File: config.mk
export PLATFORM = sky130hd
export DESIGN_NAME = uart_rx
export DESIGN_NICKNAME = d
export VERILOG_FILES = /design/src/rtl/uart_rx.sv
export SDC_FILE = /design/constraint.sdc
export NUM_CORES = 1
export LEC_CHECK = 0
export CAP_MARGIN = 40
export CORE_MARGIN = 4
export CORE_UTILIZATION = 35
export DETAILED_ROUTE_END_ITERATION = 12
export MAX_ROUTING_LAYER = met4
export PLACE_DENSITY = 0.64
export SYNTH_ARGS = -nofsm -noshare
export SYNTH_HDL_FRONTEND = slang
export SYNTH_SLANG_ARGS = --single-unit
export TNS_END_PERCENT = 20
File: constraint.sdc
create_clock -name CLK -period 5.6 [get_ports CLK]
set_input_delay 1.68 -clock CLK [delete_from_list [all_inputs] [get_ports CLK]]
set_output_delay 1.68 -clock CLK [all_outputs]
set_load 0.005 [all_outputs]
File: src/rtl/uart_rx.sv
// uart_rx: oversampling UART receiver (start, DATA_WIDTH data LSB first, optional parity, stop).
// Define UART_RX_MAJORITY_EN for 2-of-3 majority sampling; otherwise one mid-bit sample is used.
module uart_rx #(
  parameter int DATA_WIDTH = 8
) (
  input  logic                  CLK,
  input  logic                  RST,
  input  logic                  RX_IN,
  input  logic                  PAR_EN,
  input  logic                  PAR_TYP,
  input  logic [5:0]            Prescale,
  output logic [DATA_WIDTH-1:0] P_DATA,
  output logic                  data_valid,
  output logic                  par_err,
  output logic                  stp_err
);

  localparam int BW = (DATA_WIDTH > 1) ? $clog2(DATA_WIDTH) : 1;
  localparam logic [BW-1:0] BC_LAST = BW'(DATA_WIDTH - 1);

  localparam logic [2:0] IDLE   = 3'd0;
  localparam logic [2:0] START  = 3'd1;
  localparam logic [2:0] DATA   = 3'd2;
  localparam logic [2:0] PARITY = 3'd3;
  localparam logic [2:0] STOP   = 3'd4;

  logic                  sync1;
  logic                  line;
  logic [2:0]            state;
  logic [5:0]            ec;
  logic [BW-1:0]         bc;
  logic [5:0]            p_lat;
  logic                  pe_lat;
  logic                  pt_lat;
  logic [DATA_WIDTH-1:0] sr;
  logic                  perr;
  logic [5:0]            half;
  logic                  last;
  logic                  dec;
  logic                  bit_v;

  assign half = {1'b0, p_lat[5:1]};
  assign last = (ec == p_lat - 6'd1);

  always_ff @(posedge CLK or negedge RST) begin
    if (!RST) begin
      sync1 <= 1'b1;
      line  <= 1'b1;
    end else begin
      sync1 <= RX_IN;
      line  <= sync1;
    end
  end

`ifdef UART_RX_MAJORITY_EN
  logic smp0;
  logic smp1;

  always_ff @(posedge CLK or negedge RST) begin
    if (!RST) begin
      smp0 <= 1'b0;
      smp1 <= 1'b0;
    end else begin
      if (ec == half - 6'd1) smp0 <= line;
      if (ec == half)        smp1 <= line;
    end
  end

  // third sample is the live line at the decision point
  assign dec   = (ec == half + 6'd1);
  assign bit_v = (smp0 & smp1) | (smp0 & line) | (smp1 & line);
`else
  assign dec   = (ec == half);
  assign bit_v = line;
`endif

  always_ff @(posedge CLK or negedge RST) begin
    if (!RST) begin
      state      <= IDLE;
      ec         <= '0;
      bc         <= '0;
      p_lat      <= '0;
      pe_lat     <= 1'b0;
      pt_lat     <= 1'b0;
      sr         <= '0;
      perr       <= 1'b0;
      P_DATA     <= '0;
      data_valid <= 1'b0;
      par_err    <= 1'b0;
      stp_err    <= 1'b0;
    end else begin
      data_valid <= 1'b0;
      par_err    <= 1'b0;
      stp_err    <= 1'b0;
      if (state != IDLE) ec <= last ? 6'd0 : ec + 6'd1;
      case (state)
        IDLE: begin
          ec <= '0;
          if (!line) begin
            state  <= START;
            bc     <= '0;
            p_lat  <= Prescale;
            pe_lat <= PAR_EN;
            pt_lat <= PAR_TYP;
            perr   <= 1'b0;
          end
        end
        START: begin
          if (dec && bit_v) begin
            state <= IDLE;
            ec    <= '0;
          end else if (last) begin
            state <= DATA;
          end
        end
        DATA: begin
          if (dec) sr <= {bit_v, sr[DATA_WIDTH-1:1]};
          if (last) begin
            if (bc == BC_LAST) begin
              bc    <= '0;
              state <= pe_lat ? PARITY : STOP;
            end else begin
              bc <= bc + 1'b1;
            end
          end
        end
        PARITY: begin
          if (dec)  perr  <= bit_v ^ (^sr) ^ pt_lat;
          if (last) state <= STOP;
        end
        STOP: begin
          // leave at mid-bit so a back-to-back start edge is not missed
          if (dec) begin
            state   <= IDLE;
            ec      <= '0;
            par_err <= perr;
            stp_err <= ~bit_v;
            if (bit_v && !perr) begin
              P_DATA     <= sr;
              data_valid <= 1'b1;
            end
          end
        end
        default: state <= IDLE;
      endcase
    end
  end

endmodule

* Word level (Yosys, flattened, before mapping) *
Cells that the tools add are included.

storage, ports and cells
  output and inout bits = 11
  bits of input ports = 11
  logic and storage cells = 76
  flip-flop bits (word level) = 42

cells by class
  $add $sub $neg = 3
  bitwise logic cells = 3
  eq/ne operators = 14
  reduce and logical (&&, ||, !) cells = 14
  mux-type cells = 28

operators by type and width
  operator               count
  $mux W3                11
  $mux W6                4
  $pmux W6 S3            1
  $pmux W3 S5            1
  $ne A2 B2 Y1 const B   6
  $mux W1                9
  $reduce_and A3 Y1      3
  $reduce_xor A8 Y1      1
  $add A6 B1 Y6 const B  1
  $eq A3 B2 Y1 const B   2
  $eq A3 B3 Y1 const B   2
  $eq A6 B5 Y1           1
  $eq A6 B6 Y1           1
  $pmux W3 S2            1
  $reduce_and A6 Y1      1
  $sub A6 B1 Y6 const B  1
  $reduce_and A2 Y1      2
  $reduce_bool A2 Y1     2
  $add A3 B1 Y3 const B  1
  $eq A3 B1 Y1 const B   1
  $logic_not A3 Y1       1
  $ne A3 B3 Y1 const B   1
  $reduce_bool A3 Y1     1
  $logic_and A1 B1 Y1    2
  other kinds (4)        5

* Logic depth before layout (Yosys ltp) *
Gate-level depths: netlist of run 1.

  depth after elaboration = 6
  gate-level depth with buffers = 7
  mapped depth without buffers = 7

* Least setup slack after synthesis of run 1 *
OpenSTA, ideal clock, no wires.

  path type = reg2reg
  from = register p_lat[2]
  to = register state[0]
  buffers on the path = 1
  cell stages (with the launch flop) = 7
  library setup time = 0.127 ns
  clock period less this slack = 2.367 ns
  data required time = 5.473 ns
  arrival = 2.240 ns
  slack = 3.233 ns
  path through = dfrtp_1 > buf_6 > or4_4 > or3_4 > a2111oi_4 > a21o_1 > mux2_1

on the way
  longest elaborated chain between the ends = 4
  elaborated cells between the ends (all ways) = 11
  classes of those cells = 1 x add/sub; 6 x eq/ne; 2 x mux; 2 x reduce/logical

ends and longest elaborated chain
  what                                                               line     source
  from (decl)                                                        32       logic [5:0] p_lat;
  from (signal assigned)                                             102      p_lat <= Prescale;
  $sub A6 B1 Y6 / $eq A6 B5 Y1 (equally long branches)               43, 73
  $eq A6 B6 Y1 / $logic_and A1 B1 Y1 (equally long branches)         43, 109
  $ne A3 B3 Y1 (no line), or another cell as far along               -
  $reduce_and A6 Y1 (no line) / $pmux W3 S5 (equally long branches)  -
  to (signal assigned)                                               121      state <= pe_lat ? PARITY : STOP;
  to (decl)                                                          29       logic [2:0] state;

Several ways; a longest one is shown, not always the timed one.
A chain may end at the register's enable or synchronous reset.

* Worst setup path in the final report of run 1 *
  from = register P_DATA[6]
  to = output P_DATA[6]

RTL lines
  what                    line  source
  from (decl)             12    output logic [DATA_WIDTH-1:0] P_DATA,
  from (signal assigned)  139   P_DATA <= sr;

No word-level cell between the ends.

==> impl_metrics.py, run 1 <==
metrics = {
    "run_status": {
        "status": "complete, no violations",
    },
    "grt": {
        "grt_max_degree": 32,
        "grt_overflow": 0,
        "grt_pass1_wl_um": 6670,
        "gr-usage-all-layers_pct": 11.4,
        "antenna_found_initial": 0,
        "grt_pass1_vias": 1442,
    },
    "floorplan": {
        "design.core.area_mm2": 0.00592,
        "die_w_um": 86.2,
        "dieArea_mm2": 0.00742,
        "die_y_um": 86.2,
        "start_util_pct": 36.1,
        "ioPinCount": 22,
        "num_rows": 28,
    },
    "timing": {
        "relSlewSlack_pct": 53.0,
        "max_freq_mhz": 351,
        "finalHoldViolCount": 0,
        "rsz0062_at_grt": "false",
        "worstMarginPinSlew_ns": 0.698,
        "slew_viol_final": 0,
        "fin_crit_ns": 2.85,
        "fin_setup_tns_ns": 0,
        "finClkSkew_ns": 0.0110,
        "fin_hold_ws_ns": 0.359,
        "setup_viol": 0,
        "setup_slack_ns": 2.75,
        "finalCritPeriodShare_pct": 50.8,
    },
    "routing": {
        "via_per_inst": 4.96,
        "ant_nets": 0,
        "drc": 0,
        "dr.pass1.iters": 5,
        "wl_um": 3760,
        "drt-initial-drc-count": 55,
        "wl_per_cell_um": 13.6,
        "vias": 1374,
    },
    "min_path": {
        "min-delay-start": "sync1",
        "whs_endpoint": "bit_v",
        "hp-class": "reg -> reg",
        "whs_path_depth": 0,
    },
    "clock_network": {
        "cts_buffers": 5,
        "clk_pin_slew_ns": 0.09,
        "htreeDepth": 2,
        "cts_hold_buf": 0,
        "clock_latency_ns": 0.30,
        "cts_setup_buffers": 0,
        "cts_root_buf": "clkbuf_8",
        "clock_sinks": 42,
        "cts_max_path_buffers": 2,
        "cts_tree": "built",
        "cts_resized": 0,
    },
    "power": {
        "p_int_uw": 667,
        "power.share.clock_pct": 18.7,
        "p_sw_share_pct": 38.5,
        "vdd_drop_max_v": 0.000165,
        "p_sw_uw": 417,
        "combPwrFrac_pct": 38.4,
        "powerDensity_mw_per_mm2": 432,
        "p_seq_share_pct": 42.9,
        "leakage_uw": 0.00110,
    },
    "final_layout": {
        "areaGrowthSynthToFinish_pct": 17.5,
        "nets": 216,
        "drive_above_1_share_pct": 20.8,
        "final_common_cell": "dfrtp_1",
        "antennaDiodeCount": 0,
        "nFillCells": 574,
        "layout.cells.non_filler": 277,
        "final_cell_mix": "40 x dfrtp_1, 24 x mux2_2, 21 x xnor2_1, 20 x clkdlybuf4s50_1, 9 x nand2_1",
    },
    "setup_path": {
        "endpoint_kind": "primary output",
        "crit_family": "buffers and inverters",
        "criticalPathCategory": "reg -> out",
        "timing.rr.start": "p_lat[2]",
        "crit_slowest_cell": "clkdlybuf4s50_1",
        "ff2ff_path_depth": 5,
        "worstPathRequired_ns": 3.92,
        "cp.buffers_inverters": 1,
        "slowest_delay_ns": 0.51,
        "arrival_ns": 1.17,
        "worstSetupStartpointType": "flop",
        "reg2reg_to": "state[0]",
        "crit_chain": "clkdlybuf4s50_1",
        "path_max_fanout": 2,
        "cp-startpoint": "P_DATA[6]",
        "reg2reg_slack_ns": 3.06,
    },
    "synthesis": {
        "synth-edff-count": 0,
        "synthArstFlopShare_pct": 100,
        "syn-num-nets": 195,
        "avgSynthCellArea_um2": 11.9,
        "ys_types": 44,
        "netlist_area_mm2": 0.00214,
        "yosysWarnings": 0,
        "synthCells": 180,
        "ys_ff_latch": 42,
        "synth_ff_type": "dfrtp_1",
        "seq_area_frac_synth_pct": 49.3,
    },
    "place": {
        "place_ws_ns": 3.07,
        "dp_hpwl_um": 2730,
        "io_buffer_count": 21,
        "place.gp.congestion": 0.801,
        "dp_cells": 269,
    },
    "run": {
        "cap_violations": 0,
    },
}
## power groups by stage
stage,combinational [µW],sequential [µW],clock [µW]
3_5_place_dp,419,471,0
6_report,417,465,203
4_1_cts,421,465,215
3_3_place_gp,412,469,0
5_1_grt,471,478,224
2_1_floorplan,393,417,0
## synth_stat cells (all sizes together), types with 2 or more instances
master	count	share of area [%]
xor2	4	1.6
nand2b	4	1.2
a21oi	2	0.47
nor3b	3	1.1
nand4	4	1.2
mux2	25	13
nand3	3	0.94
inv	6	1.1
or3	3	1.1
buf	2	0.70
xnor2	21	8.6
mux2i	4	1.9
dfstp	2	2.5
dfrtp	40	47
nor2	7	1.2
a22o	2	0.82
a211oi	2	0.70
nand2	9	1.6
clkbuf	6	1.1
nor3	8	2.1
o31ai	2	0.70
ha	4	2.3
## area by class of cell
type | instances | area [µm²] | area share (%)
repair buffers | 22 | 225 | 8.96
well taps | 75 | 93.8 | 3.74
inverters | 6 | 22.5 | 0.896
multi-input cells | 124 | 1020 | 40.8
clock inverters | 3 | 23.8 | 0.946
flip-flops and latches | 42 | 1050 | 41.9
clock buffers | 5 | 68.8 | 2.74
## through the flow
step	total power (µW)	util, %	cell area [µm²]
final	1080	42.4	2510
after global routing	1170	42.4	2510
after CTS	1100	42.4	2510
after detailed placement	890	40.9	2420
after global placement	881	40.5	2400
after floorplan	810	-	2140
## logic make-up after synthesis
group	Yosys count	synth area share, %
flops	42	49.3
compound gates	18	7.49
mux	29	15.0
fa+ha+maj	4	2.34
buf+inv	14	2.81
xor+xnor	25	10.2
simple gates	48	12.8
## routing by layer
metal,vias up,wire length [µm],global-route usage [%]
met5,-,0,-
met4,0,28,3.02
met3,4,130,3.17
met2,26,1750,17.6
met1,667,1850,14.8
li1,677,-,-
## state kept, by name, summed over array words and instances, names as in the netlist
| name | count |
|---|---|
| sr | 8 |
| par_err | 1 |
| bc | 3 |
| sync1 | 1 |
| stp_err | 1 |
| state | 3 |
| P_DATA | 8 |
| perr | 1 |
| ec | 6 |
| bit_v | 1 |
| pe_lat | 1 |
| pt_lat | 1 |
| p_lat | 6 |
| data_valid | 1 |
## worst reg2reg max path, stage by stage (launching register included)
cell and delay [ns]:
dfrtp_1 0.48, or4_4 0.54, or3_4 0.35, a2111oi_4 0.49, a21o_1 0.24, mux2_1 0.34
## worst max path at each step
stage,end,cells past startpoint
after floorplan,state[0],6
after global placement,ec[2],1
after detailed placement,state[0],5
after CTS,P_DATA[6],1
after global routing,P_DATA[4],1
final,P_DATA[6],1
No activity file was read; power rests on OpenSTA's default activity.
==> inputs of run 2 (changes only) <==
--- a/config.mk
+++ b/config.mk
@@ -10,7 +10,7 @@
 export CORE_UTILIZATION = 35
 export DETAILED_ROUTE_END_ITERATION = 12
 export MAX_ROUTING_LAYER = met4
-export PLACE_DENSITY = 0.64
+export PLACE_DENSITY = 0.66
 export SYNTH_ARGS = -nofsm -noshare
 export SYNTH_HDL_FRONTEND = slang
 export SYNTH_SLANG_ARGS = --single-unit
==> constraint.sdc (replaced) <==
create_clock -name CLK -period 2.5 [get_ports CLK]
set_input_delay 0.75 -clock CLK [delete_from_list [all_inputs] [get_ports CLK]]
set_output_delay 0.75 -clock CLK [all_outputs]
set_load 0.005 [all_outputs]
==> impl_metrics.py, run 2 (synthesis results as in run 1) <==
metrics = {
    "run_status": {
        "status": "complete, no violations",
    },
    "timing": {
        "fin_setup_tns_ns": 0,
        "setup_slack_ns": 0.168,
        "rsz0062_at_grt": "false",
        "setup_viol": 0,
        "relSlewSlack_pct": 60.8,
        "worstMarginPinSlew_ns": 0.586,
        "fin_crit_ns": 2.33,
        "finClkSkew_ns": 0.00485,
        "slew_viol_final": 0,
        "finalHoldViolCount": 0,
        "finalCritPeriodShare_pct": 93.3,
        "max_freq_mhz": 429,
    },
    "setup_path": {
        "crit_slowest_cell": "or4_4",
        "cp.buffers_inverters": 0,
        "path_max_fanout": 5,
        "worstPathRequired_ns": 2.67,
        "criticalPathCategory": "reg -> reg",
        "crit_family": "simple AND/OR/NAND/NOR gates",
        "slowest_delay_ns": 0.54,
        "crit_chain": "or4_4, or3_4, a2111oi_4, a21o_1, mux2_1",
        "arrival_ns": 2.51,
        "worstSetupStartpointType": "flop",
        "endpoint_kind": "flop",
    },
    "routing": {
        "ant_nets": 0,
        "drt-initial-drc-count": 52,
        "vias": 1384,
        "dr.pass1.iters": 4,
        "drc": 0,
        "via_per_inst": 4.91,
        "wl_per_cell_um": 13.5,
        "wl_um": 3820,
    },
    "clock_network": {
        "cts_tree": "built",
        "clock_latency_ns": 0.29,
        "htreeDepth": 2,
        "cts_max_path_buffers": 2,
        "cts_root_buf": "clkbuf_8",
        "cts_buffers": 5,
        "cts_hold_buf": 0,
        "clk_pin_slew_ns": 0.08,
        "cts_resized": 0,
        "cts_setup_buffers": 0,
        "clock_sinks": 42,
    },
    "final_layout": {
        "reg_top3": "P_DATA: 8 flops, sr: 8 flops",
        "final_cell_mix": "40 x dfrtp_1, 24 x mux2_2, 21 x xnor2_1, 20 x clkdlybuf4s50_1, 9 x nand2_1",
        "nFillCells": 553,
        "fin_area_mm2": 0.00254,
        "post-route-util_pct": 43.0,
        "antennaDiodeCount": 0,
        "drive_above_1_share_pct": 22.2,
        "areaGrowthSynthToFinish_pct": 19.0,
        "final_common_cell": "dfrtp_1",
        "nets": 221,
    },
    "grt": {
        "antenna_found_initial": 0,
        "gr-usage-all-layers_pct": 11.5,
        "grt_pass1_vias": 1402,
        "grt_overflow": 0,
        "grt_pass1_wl_um": 6660,
        "grt_max_degree": 23,
    },
    "place": {
        "place_ws_ns": 0.177,
        "place_area_mm2": 0.00246,
        "place.gp.congestion": 0.813,
        "io_buffer_count": 21,
        "dp_hpwl_um": 2780,
    },
    "floorplan": {
        "design.core.area_mm2": 0.00592,
        "die_w_um": 86.2,
        "ioPinCount": 22,
        "dieArea_mm2": 0.00742,
        "start_util_pct": 36.1,
        "num_rows": 28,
        "die_y_um": 86.2,
    },
    "min_path": {
        "hp-class": "reg -> reg",
    },
    "run": {
        "cap_violations": 0,
    },
    "power": {
        "vdd_drop_max_v": 0.000472,
        "powerDensity_mw_per_mm2": 973,
        "power_uw": 2480,
        "leakage_uw": 0.00113,
    },
}
-- run 2: cell types whose count changed in the layout (fill, tap and decap cells not counted) --
cell and delta:
clkinv_4 +1, clkinv_2 +1, clkinvlp_4 -2, buf_4 +5
inv_6 -1, clkbuf_1 +1
-- run 2: per-stage QoR --
stage	std cells	hold slack, ns
after floorplan	180	0.345
after global placement	274	0.348
after detailed placement	274	0.348
after CTS	282	0.366
after global routing	282	0.371
final	282	0.365
-- run 2: worst paths after layout --
path / to / startpoint / slack, ns / cells after the start
min reg2reg: bit_v / sync1 / 0.37 / 0
max: state[0] / p_lat[0] / 0.17 / 5
min in group asynchronous: bc[2] / RST / 0.42 / 1
min: bit_v / sync1 / 0.37 / 0
max in group asynchronous: sync1 / RST / 1.51 / 2
max reg2reg: state[0] / p_lat[0] / 0.17 / 5
-- run 2: power by group --
group,total [µW],switching [µW],internal (µW)
Sequential,1020,200,816
Combinational,1030,499,528
Clock,433,236,197
-- run 2: area by class of cell --
type	instances	area (µm²)	share of cell area (%)
Clock buffer	6	72.6	2.85
Clock inverter	2	13.8	0.541
Sequential cell	42	1050	41.4
Tap cell	75	93.8	3.69
Inverter	6	22.5	0.885
Timing Repair Buffer	27	263	10.3
Multi-Input combinational cell	124	1020	40.3
-- run 2: worst register-to-register path, cell delays in order, from the launching register on --
cell,delay (ns)
dfrtp_1,0.43
or4_4,0.54
or3_4,0.35
a2111oi_4,0.36
a21o_1,0.20
mux2_1,0.33
-- run 2: layer usage --
metal	global-route usage [%]	wire length (µm)	vias to the layer above
li1	-	-	687
met1	14.6	1850	667
met4	3.02	44	0
met5	-	0	-
met2	18.5	1800	25
met3	2.69	125	5
